**src/rtl/mc_datapath.sv**
```systemverilog
// Multi-cycle MIPS-style datapath: one shared ALU, a DECODE/EXEC/MEM/WB walk per instruction,
// and a req/ack data-memory port that gives up after MEM_TIMEOUT cycles without an ack.
module mc_datapath #(
  parameter int DATA_W      = 32,
  parameter int REG_N       = 32,
  parameter int MEM_TIMEOUT = 15
) (
  input  logic              CLK,
  input  logic              RST,
  input  logic [31:0]       INST,
  input  logic              regDst,
  input  logic              regWrite,
  input  logic              ALUSrc,
  input  logic [3:0]        ALUcontrol,
  input  logic              memWrite,
  input  logic              memRead,
  input  logic              memtoReg,
  input  logic              inst_valid,
  output logic              inst_ready,
  output logic              dmem_req,
  output logic              dmem_we,
  output logic [DATA_W-1:0] dmem_addr,
  output logic [DATA_W-1:0] dmem_wdata,
  input  logic [DATA_W-1:0] dmem_rdata,
  input  logic              dmem_ack,
  output logic [DATA_W-1:0] regW,
  output logic [DATA_W-1:0] addr,
  output logic              is_Zero,
  output logic              done,
  output logic              err
);

  localparam int RA_W  = (REG_N > 1) ? $clog2(REG_N) : 1;
  localparam int CNT_W = $clog2(MEM_TIMEOUT + 1);

  typedef enum logic [2:0] {S_IDLE, S_DECODE, S_EXEC, S_MEM, S_WB} state_t;

  state_t              r_state;
  logic [25:0]         r_inst;
  logic                r_reg_dst, r_reg_write, r_alu_src;
  logic                r_mem_write, r_mem_read, r_memto_reg;
  logic [3:0]          r_alu_ctl;
  logic [DATA_W-1:0]   r_a, r_b, r_alu_out, r_mdr;
  logic                r_zero;
  logic [CNT_W-1:0]    r_cnt;
  logic                r_dmem_req, r_dmem_we;
  logic [DATA_W-1:0]   r_dmem_addr, r_dmem_wdata;
  logic [DATA_W-1:0]   r_regw, r_addr;
  logic                r_is_zero, r_done, r_err;
  logic [DATA_W-1:0]   r_rf [REG_N];

  logic [RA_W-1:0]     w_rs, w_rt, w_rd, w_dest;
  logic [DATA_W-1:0]   w_imm_ext, w_alu_b, w_alu_res, w_wd;
  logic                w_rf_we;
  logic                w_unused;

  // Opcode bits are decoded upstream; only the register/immediate fields matter here.
  assign w_unused = ^INST[31:26];

  assign w_rs   = r_inst[21 +: RA_W];
  assign w_rt   = r_inst[16 +: RA_W];
  assign w_rd   = r_inst[11 +: RA_W];
  assign w_dest = r_reg_dst ? w_rd : w_rt;

  generate
    if (DATA_W > 16) begin : g_sext
      assign w_imm_ext = {{(DATA_W-16){r_inst[15]}}, r_inst[15:0]};
    end else begin : g_nosext
      assign w_imm_ext = r_inst[15:0];
    end
  endgenerate

  assign w_alu_b = r_alu_src ? w_imm_ext : r_b;

  always_comb begin
    w_alu_res = '0;
    case (r_alu_ctl)
      4'b0000: w_alu_res = r_a & w_alu_b;
      4'b0001: w_alu_res = r_a | w_alu_b;
      4'b0010: w_alu_res = r_a + w_alu_b;
      4'b0110: w_alu_res = r_a - w_alu_b;
      4'b1100: w_alu_res = ~(r_a | w_alu_b);
      4'b0111: w_alu_res = ($signed(r_a) < $signed(w_alu_b)) ? DATA_W'(1) : '0;
      default: w_alu_res = '0;
    endcase
  end

  assign w_wd    = r_memto_reg ? r_mdr : r_alu_out;
  // Register 0 is never written, so it keeps its reset value of zero.
  assign w_rf_we = (r_state == S_WB) && r_reg_write && (w_dest != '0);

  generate
    for (genvar gi = 0; gi < REG_N; gi++) begin : g_rf
      always_ff @(posedge CLK) begin
        if (RST) begin
          r_rf[gi] <= '0;
        end else if (w_rf_we && (w_dest == RA_W'(gi))) begin
          r_rf[gi] <= w_wd;
        end
      end
    end
  endgenerate

  always_ff @(posedge CLK) begin
    if (RST) begin
      r_state      <= S_IDLE;
      r_inst       <= '0;
      r_reg_dst    <= 1'b0;
      r_reg_write  <= 1'b0;
      r_alu_src    <= 1'b0;
      r_alu_ctl    <= '0;
      r_mem_write  <= 1'b0;
      r_mem_read   <= 1'b0;
      r_memto_reg  <= 1'b0;
      r_a          <= '0;
      r_b          <= '0;
      r_alu_out    <= '0;
      r_zero       <= 1'b0;
      r_mdr        <= '0;
      r_cnt        <= '0;
      r_dmem_req   <= 1'b0;
      r_dmem_we    <= 1'b0;
      r_dmem_addr  <= '0;
      r_dmem_wdata <= '0;
      r_regw       <= '0;
      r_addr       <= '0;
      r_is_zero    <= 1'b0;
      r_done       <= 1'b0;
      r_err        <= 1'b0;
    end else begin
      r_done <= 1'b0;
      r_err  <= 1'b0;
      case (r_state)
        S_IDLE: begin
          if (inst_valid) begin
            r_inst      <= INST[25:0];
            r_reg_dst   <= regDst;
            r_reg_write <= regWrite;
            r_alu_src   <= ALUSrc;
            r_alu_ctl   <= ALUcontrol;
            r_mem_write <= memWrite;
            r_mem_read  <= memRead;
            r_memto_reg <= memtoReg;
            r_state     <= S_DECODE;
          end
        end
        S_DECODE: begin
          r_a     <= r_rf[w_rs];
          r_b     <= r_rf[w_rt];
          r_state <= S_EXEC;
        end
        S_EXEC: begin
          r_alu_out <= w_alu_res;
          r_zero    <= (w_alu_res == '0);
          if (r_mem_read && r_mem_write) begin
            r_err   <= 1'b1;
            r_state <= S_IDLE;
          end else if (r_mem_read || r_mem_write) begin
            r_cnt        <= '0;
            r_dmem_req   <= 1'b1;
            r_dmem_we    <= r_mem_write;
            r_dmem_addr  <= w_alu_res;
            r_dmem_wdata <= r_b;
            r_state      <= S_MEM;
          end else begin
            r_state <= S_WB;
          end
        end
        S_MEM: begin
          // An ack in the final allowed cycle still wins over the timeout.
          if (dmem_ack) begin
            r_mdr      <= dmem_rdata;
            r_dmem_req <= 1'b0;
            r_dmem_we  <= 1'b0;
            r_state    <= S_WB;
          end else if (r_cnt == CNT_W'(MEM_TIMEOUT - 1)) begin
            r_dmem_req <= 1'b0;
            r_dmem_we  <= 1'b0;
            r_err      <= 1'b1;
            r_state    <= S_IDLE;
          end else begin
            r_cnt <= r_cnt + 1'b1;
          end
        end
        S_WB: begin
          r_regw    <= w_wd;
          r_addr    <= r_alu_out;
          r_is_zero <= r_zero;
          r_done    <= 1'b1;
          r_state   <= S_IDLE;
        end
        default: r_state <= S_IDLE;
      endcase
    end
  end

  assign inst_ready = (r_state == S_IDLE);
  assign dmem_req   = r_dmem_req;
  assign dmem_we    = r_dmem_we;
  assign dmem_addr  = r_dmem_addr;
  assign dmem_wdata = r_dmem_wdata;
  assign regW       = r_regw;
  assign addr       = r_addr;
  assign is_Zero    = r_is_zero;
  assign done       = r_done;
  assign err        = r_err;

endmodule

```
**config.mk**
```make
export PLATFORM = sky130hd
export DESIGN_NAME = mc_datapath
export DESIGN_NICKNAME = d
export VERILOG_FILES = /design/src/rtl/mc_datapath.sv
export SDC_FILE = /design/constraint.sdc
export NUM_CORES = 2
export LEC_CHECK = 0
export CELL_PAD_IN_SITES_DETAIL_PLACEMENT = 1
export CELL_PAD_IN_SITES_GLOBAL_PLACEMENT = 1
export CORE_ASPECT_RATIO = 1.2
export CORE_UTILIZATION = 56
export CTS_CLUSTER_DIAMETER = 30
export DETAILED_ROUTE_END_ITERATION = 10
export GPL_TIMING_DRIVEN = 0
export PLACE_DENSITY_LB_ADDON = 0.25
export SETUP_SLACK_MARGIN = 0.2
export SYNTH_ARGS = -nofsm -noshare
export SYNTH_HDL_FRONTEND = slang
export SYNTH_SLANG_ARGS = --single-unit
export TNS_END_PERCENT = 20
```
**constraint.sdc**
```tcl
create_clock -name CLK -period 7.2 [get_ports CLK]
set_input_delay 1.44 -clock CLK [delete_from_list [all_inputs] [get_ports CLK]]
set_output_delay 1.44 -clock CLK [all_outputs]
set_load 0.02 [all_outputs]
```
# == Word-level counts from Yosys, hierarchy flattened ==
# Memories as Yosys holds them, arrays and structs flattened. A register that Yosys moved wholly into a read port is not among the register bits.
# Index checks and enable logic that the tools add are counted.
# word_totals
ramBits,1024
reg_bits,241
in_bits,78
word_cells,317
n_memories,1
# classes
mux,159
addsub,3
n_reduce_logical,48
magnitude_cmp,1
bitwise_logic,36
eq_ne,47
# memory_table
name,words,width,rd,rd_clocked_by_memory_dff,write_ports,line,rtl
r_rf,32,32,2,2,32,50,logic [DATA_W-1:0] r_rf [REG_N];
# op_table
cell,count
$mux 32,34
$pmux 32 s6,1
$mux 1,109
$eq 5x5->1 const B,16
$eq 5x4->1 const B,8
$logic_and 1x1->1,35
$add 32x32->32,1
$and 32x32->32,1
$logic_not 32->1,1
$lt 32x32->1,1
$not 32->32,1
$or 1x1->1,32
$or 32x32->32,1
$sub 32x32->32,1
$eq 5x3->1 const B,4
$mux 4,4
$mux 3,5
$pmux 3 s4,1
$eq 5x2->1 const B,2
$ne 2x2->1 const B,5
$eq 4x3->1 const B,2
$eq 4x4->1 const B,2
$pmux 4 s2,1
$eq 3x2->1 const B,2
20 further kinds,24

# == Logic depth before layout (Yosys ltp) ==
# depth
ltp_word,8
mapped_depth,18

# == Worst setup path after synthesis ==
# No wires, ideal clock.
# synth_path
path_type,reg-to-reg
startpoint,reg r_inst[16]
endpoint,mem r_rf[19][0] (enable)
path_buffers,3
arrival_ns,4.220
path_stages_with_launch,8
setup_time_ns,0.466
synth_period_minus_slack_ns,4.685
slack_ns,2.515
cell_sequence,dfxtp_1 > clkbuf_1 > clkbuf_1 > clkbuf_1 > nand2b_1 > o22a_1 > or2_2 > o21ai_0
# synth_lines
element,line,rtl
"start, declared",39,logic [25:0] r_inst;
"start signal, assigned",136,r_inst <= INST[25:0];
"end, declared",50,

==> results.txt <==
* Final WL: ~310,000 um
* Data required time of the worst path: about 7.9 ns
- Internal Pwr Total: between 15 and 20 mW
- The final layout contains 6,038 nets.
- In the final layout, the share of cells above drive strength 1 is 19.3%.
* Post-route fraction of the period consumed by the critical path: a little over nine tenths
- During synthesis, Yosys emitted a total of 0 warnings.
- Port-buffer cells: 205
* Worst path arrival time: slightly below 8 ns
* Die boundary height: about 380 um
- Setup repair after global routing left no endpoint under its margin.
- Count of final max-slew check failures: approximately 100
- The critical path contains buffers and inverters numbering 4 combined.
- Combined area of the multi-input logic cells: roughly 30,000 sq um
- Entering global routing, the biggest net connects 33 pins.
- Number of global-route vias before repair: between 50k and 60k
* Die Wd: 321 um
- CP max stage cell: clkbuf_1
- Finished Layout Cells: between 7k and 8k
* Cts repair resizes: 0
- TritonCTS built the clock tree.
- After clock tree synthesis, the setup repair step added 0 buffers.
- After global routing the overflow that remains totals 0.
- Yosys mapped a number of flops with a built-in enable equal to 1,024.
* PD cells: 299 nW/um^2
- The commonest cells after synthesis are 1,260 x nor2_1, 1,024 x edfxtp_1, 640 x mux4_2.
- In this run the biggest area consumer among cell types represents between 40% and 50% of the synthesized area.
* Family of cells with the greatest summed delay on the critical path: buffers and inverters
- Share of total power in sequential cells: between 30% and 40%
- For hold timing, the worst endpoint is dmem_wdata[25].
- The first global-routing pass estimated about 440,000 um of wire.
- Critical register-to-register path startpoint: r_inst[16]
* Initial DRC count: about 9.5k
- STA classifies the critical path endpoint as a flop.
- Number of max-cap violations: 18
- Across the whole layout, storage elements account for around 37,000 sq um.
- The layout has 11.2k filler cells.
* Crit Path Category: reg2reg
- Mapped Cells: about 5.3k
* DP Cell Count: 7,224
* Lkg Pwr: roughly 27 nW
* Worst R2R Path Depth: 10
- FF-to-FF setup slack: about 0.14 ns
- Max Fanout on Critical Path: 10
- The design draws about 25 mW.
* Switching part of the total: between 20 and 30%
- Among all cell types in the netlist, the one instantiated most often is nor2_1.
- Number of storage elements in the synthesis netlist: between 1k and 1.5k
* Clock transition time at the flip-flop clock pins of the worst setup and hold paths: around 0.060 ns
- r_rf holds more flip-flops than any other register.
- Clock period minus final worst setup slack: between 7 and 8 ns
- Number of stages on the worst hold path: 2
* Top cell type by total area after synthesis: edfxtp_1
- Post-Synthesis Mean Instance Area: around 13 sq um
* Total global routing track utilization: between 50% and 60%
- The detailed router placed 57.7k vias in this run.
- Compared with the post-synthesis result, the final layout area differs by 20.1%.
- The first detailed-routing pass ran for 9 iterations.
- Total standard cell area after synthesis: about 68,000 sq um
* Weighted congestion at the end of routability-driven global placement: approximately 1.2
- Critical path launch point: r_inst[16]
- Initial core utilization: between 50 and 60%
- For this run, the leading register cell type out of synthesis is edfxtp_1.
* Number of antenna violations at the first check in global routing: 33
* Std-Cell Core Area: around 120,000 sq um
- In the final routed layout, each cell accounts on average for 40.6 um.
* Switching pwr: roughly 7.3 mW
- The final reports fail on max-capacitance violations, max-slew violations.
- The signal on the critical path passes through clkbuf_1 > clkbuf_1 > clkbuf_1 > o32ai_1 > nand2_1 > nand4_1 > nor2_1 > nand2_1 > clkbuf_1 > nor2_1.
* Delay contributed by the slowest stage of the critical path: between 1 and 1.5 ns
- Post-route DRC violation count: 0
* Number of ports placed on the die boundary: between 200 and 250
* Worst max-slew margin expressed relative to the limit: -18.4%
- Sum of net half-perimeters after detailed placement: approximately 210,000 um
- Vias per cell: approximately 7.5
- For the pin with the worst max-slew slack, the measured transition is roughly 1.7 ns.
* Classification of the worst-slack hold path: reg2reg
* Clk Latency, worst-skew pair: ~0.92 ns
* Async S/R FF share, synth: 0%
- The die covers ~120,000 sq um.
- CTS H-Tree Depth: 4
- Gate power share: ~15%
* Number of buffers added by the clock tree synthesis step: 236
* Type of element launching the critical path: flop
- Clock Skews: ~0.086 ns
* Post-synthesis cell type count: 98
* Flip-flop count of the largest register after layout: a little over 1k
- Row generation in the floorplan step produced roughly 140 rows.
* Capturing point of the worst reg2reg path: r_rf[14][20]
- Maximum vdd drop: about 0.28 mV
- Share of synthesized area occupied by flip-flops and latches: roughly 54%
- Final-report setup violation count: 0
* Fin. Hold Viols: 0
- Clock Tree Root: clkbuf_16
- The flow ran to the end, but the final reports show violations.
- Final hold analysis gives a worst-case slack of 0.450 ns.
- Maximum operating frequency: around 0.14 GHz
- Post-route ant nets: 0
- The worst hold path begins at dmem_wdata[25].
- The clock passes through at most 3 buffers.
- Counting stages on the worst path, the most repeated cell is clkbuf_1.
* Sink count of the clock tree: about 1.3k
- The clock network burns 49.0% of the power.
* Biggest area contributors in the synthesized netlist: edfxtp_1 45%, mux4_2 21%, dfxtp_1 8.9%, nor2_1 6.9%, clkbuf_1 2.4%
* Count of hold-fix buffers inserted at cts: 0
worst max path at each step:
stage / to / slack (ns) / cells past startpoint
3_5_place_dp: r_zero / 0.91 / 16
3_3_place_gp: r_rf[3][25] / -0.97 / 7
6_report: r_rf[14][20] / 0.14 / 10
2_1_floorplan: r_rf[19][0] / 2.51 / 7
4_1_cts: r_zero / 0.87 / 16
5_1_grt: r_rf[11][11] / 0.45 / 10
kinds of logic (layout without fill, tap and decap cells):
group	count (synthesis)	count (layout)	share of synthesized area, %
muxes	760	760	22.9
adders and majority gates	115	115	2.13
and+or+nand+nor	1807	1807	10.6
xor gates and xnor gates	26	26	0.334
DFF	1329	1329	54.0
AOI/OAI and AO/OA	682	682	6.59
other	1	54	0.00550
buffers and inverters	621	1302	3.45
cell type report:
type / instances / area share [%]
Antenna cell: 22 / 0.0672
Buffer: 500 / 2.34
Timing Repair Buffer: 235 / 3.29
Clock buffer: 273 / 7.58
Inverter: 121 / 0.554
Multi-Input combinational cell: 3422 / 36.0
Tap cell: 1621 / 2.48
Sequential cell: 1329 / 45.0
Clock inverter: 173 / 2.73
routing by layer:
layer | track usage [%] | wire, um | vias to the layer above
met1 | 56.9 | 95600 | 28600
li1 | - | - | 21100
met4 | 40.3 | 30900 | 18
met3 | 19.2 | 44100 | 1860
met5 | 0.156 | 226 | -
met2 | 79.0 | 141000 | 6097
metrics by stage:
stage          TNS (ns)  setup WS [ns]  util, %  area [sq um]
2_1_floorplan         0           2.51        -         68300
3_3_place_gp    -275.94         -0.973     60.3         72400
3_5_place_dp          0          0.911     61.0         73300
4_1_cts               0          0.867     68.0         81800
5_1_grt               0          0.448     68.1         81900
6_report              0          0.145     68.2         81900
power groups by stage:
stage          Combinational, mW  Sequential, mW  Clock (mW)
3_3_place_gp                3.19            8.88           0
5_1_grt                     3.71            8.82        12.2
4_1_cts                     3.48            8.79        11.9
6_report                    3.69            8.81        12.0
2_1_floorplan               2.06            8.82           0
3_5_place_dp                3.35            8.90           0
worst register-to-register path: cells and delay by family, from the launching register on:
kind / cells / cell delay, ns
AND/OR/NAND/NOR: 5 / 2.62
buffers and inverters: 4 / 3.61
flip-flops: 1 / 0.31
AO/OA/AOI/OAI: 1 / 0.31
layout by cell type (no fill, tap or decap), types with 12 or more instances in the layout:
cell type / Yosys / layout
clkdlybuf4s50_1: 0 / 205
conb_1: 1 / 32
edfxtp_1: 1024 / 1024
clkbuf_1: 432 / 451
o21ai_0: 73 / 58
o21ai_4: 0 / 15
clkbuf_2: 0 / 13
inv_6: 0 / 19
nand2b_1: 19 / 19
clkinv_2: 0 / 28
o22ai_1: 12 / 12
clkinvlp_4: 0 / 20
dfxtp_1: 305 / 305
clkinv_4: 0 / 31
clkbuf_16: 0 / 239
mux4_2: 640 / 640
inv_1: 114 / 114
a21oi_1: 257 / 257
mux2i_1: 120 / 112
buf_1: 57 / 49
bufinv_16: 0 / 32
nand3_1: 12 / 12
nor2_1: 1260 / 1260
ha_1: 113 / 113
nor3_1: 27 / 27
a22oi_1: 29 / 29
buf_16: 0 / 16
xnor2_1: 22 / 22
nand2_1: 394 / 387
clkinv_1: 1 / 23
nor2b_1: 17 / 17
diode_2: 0 / 22
a211oi_1: 157 / 157
Power figures use the tool's default switching activity.
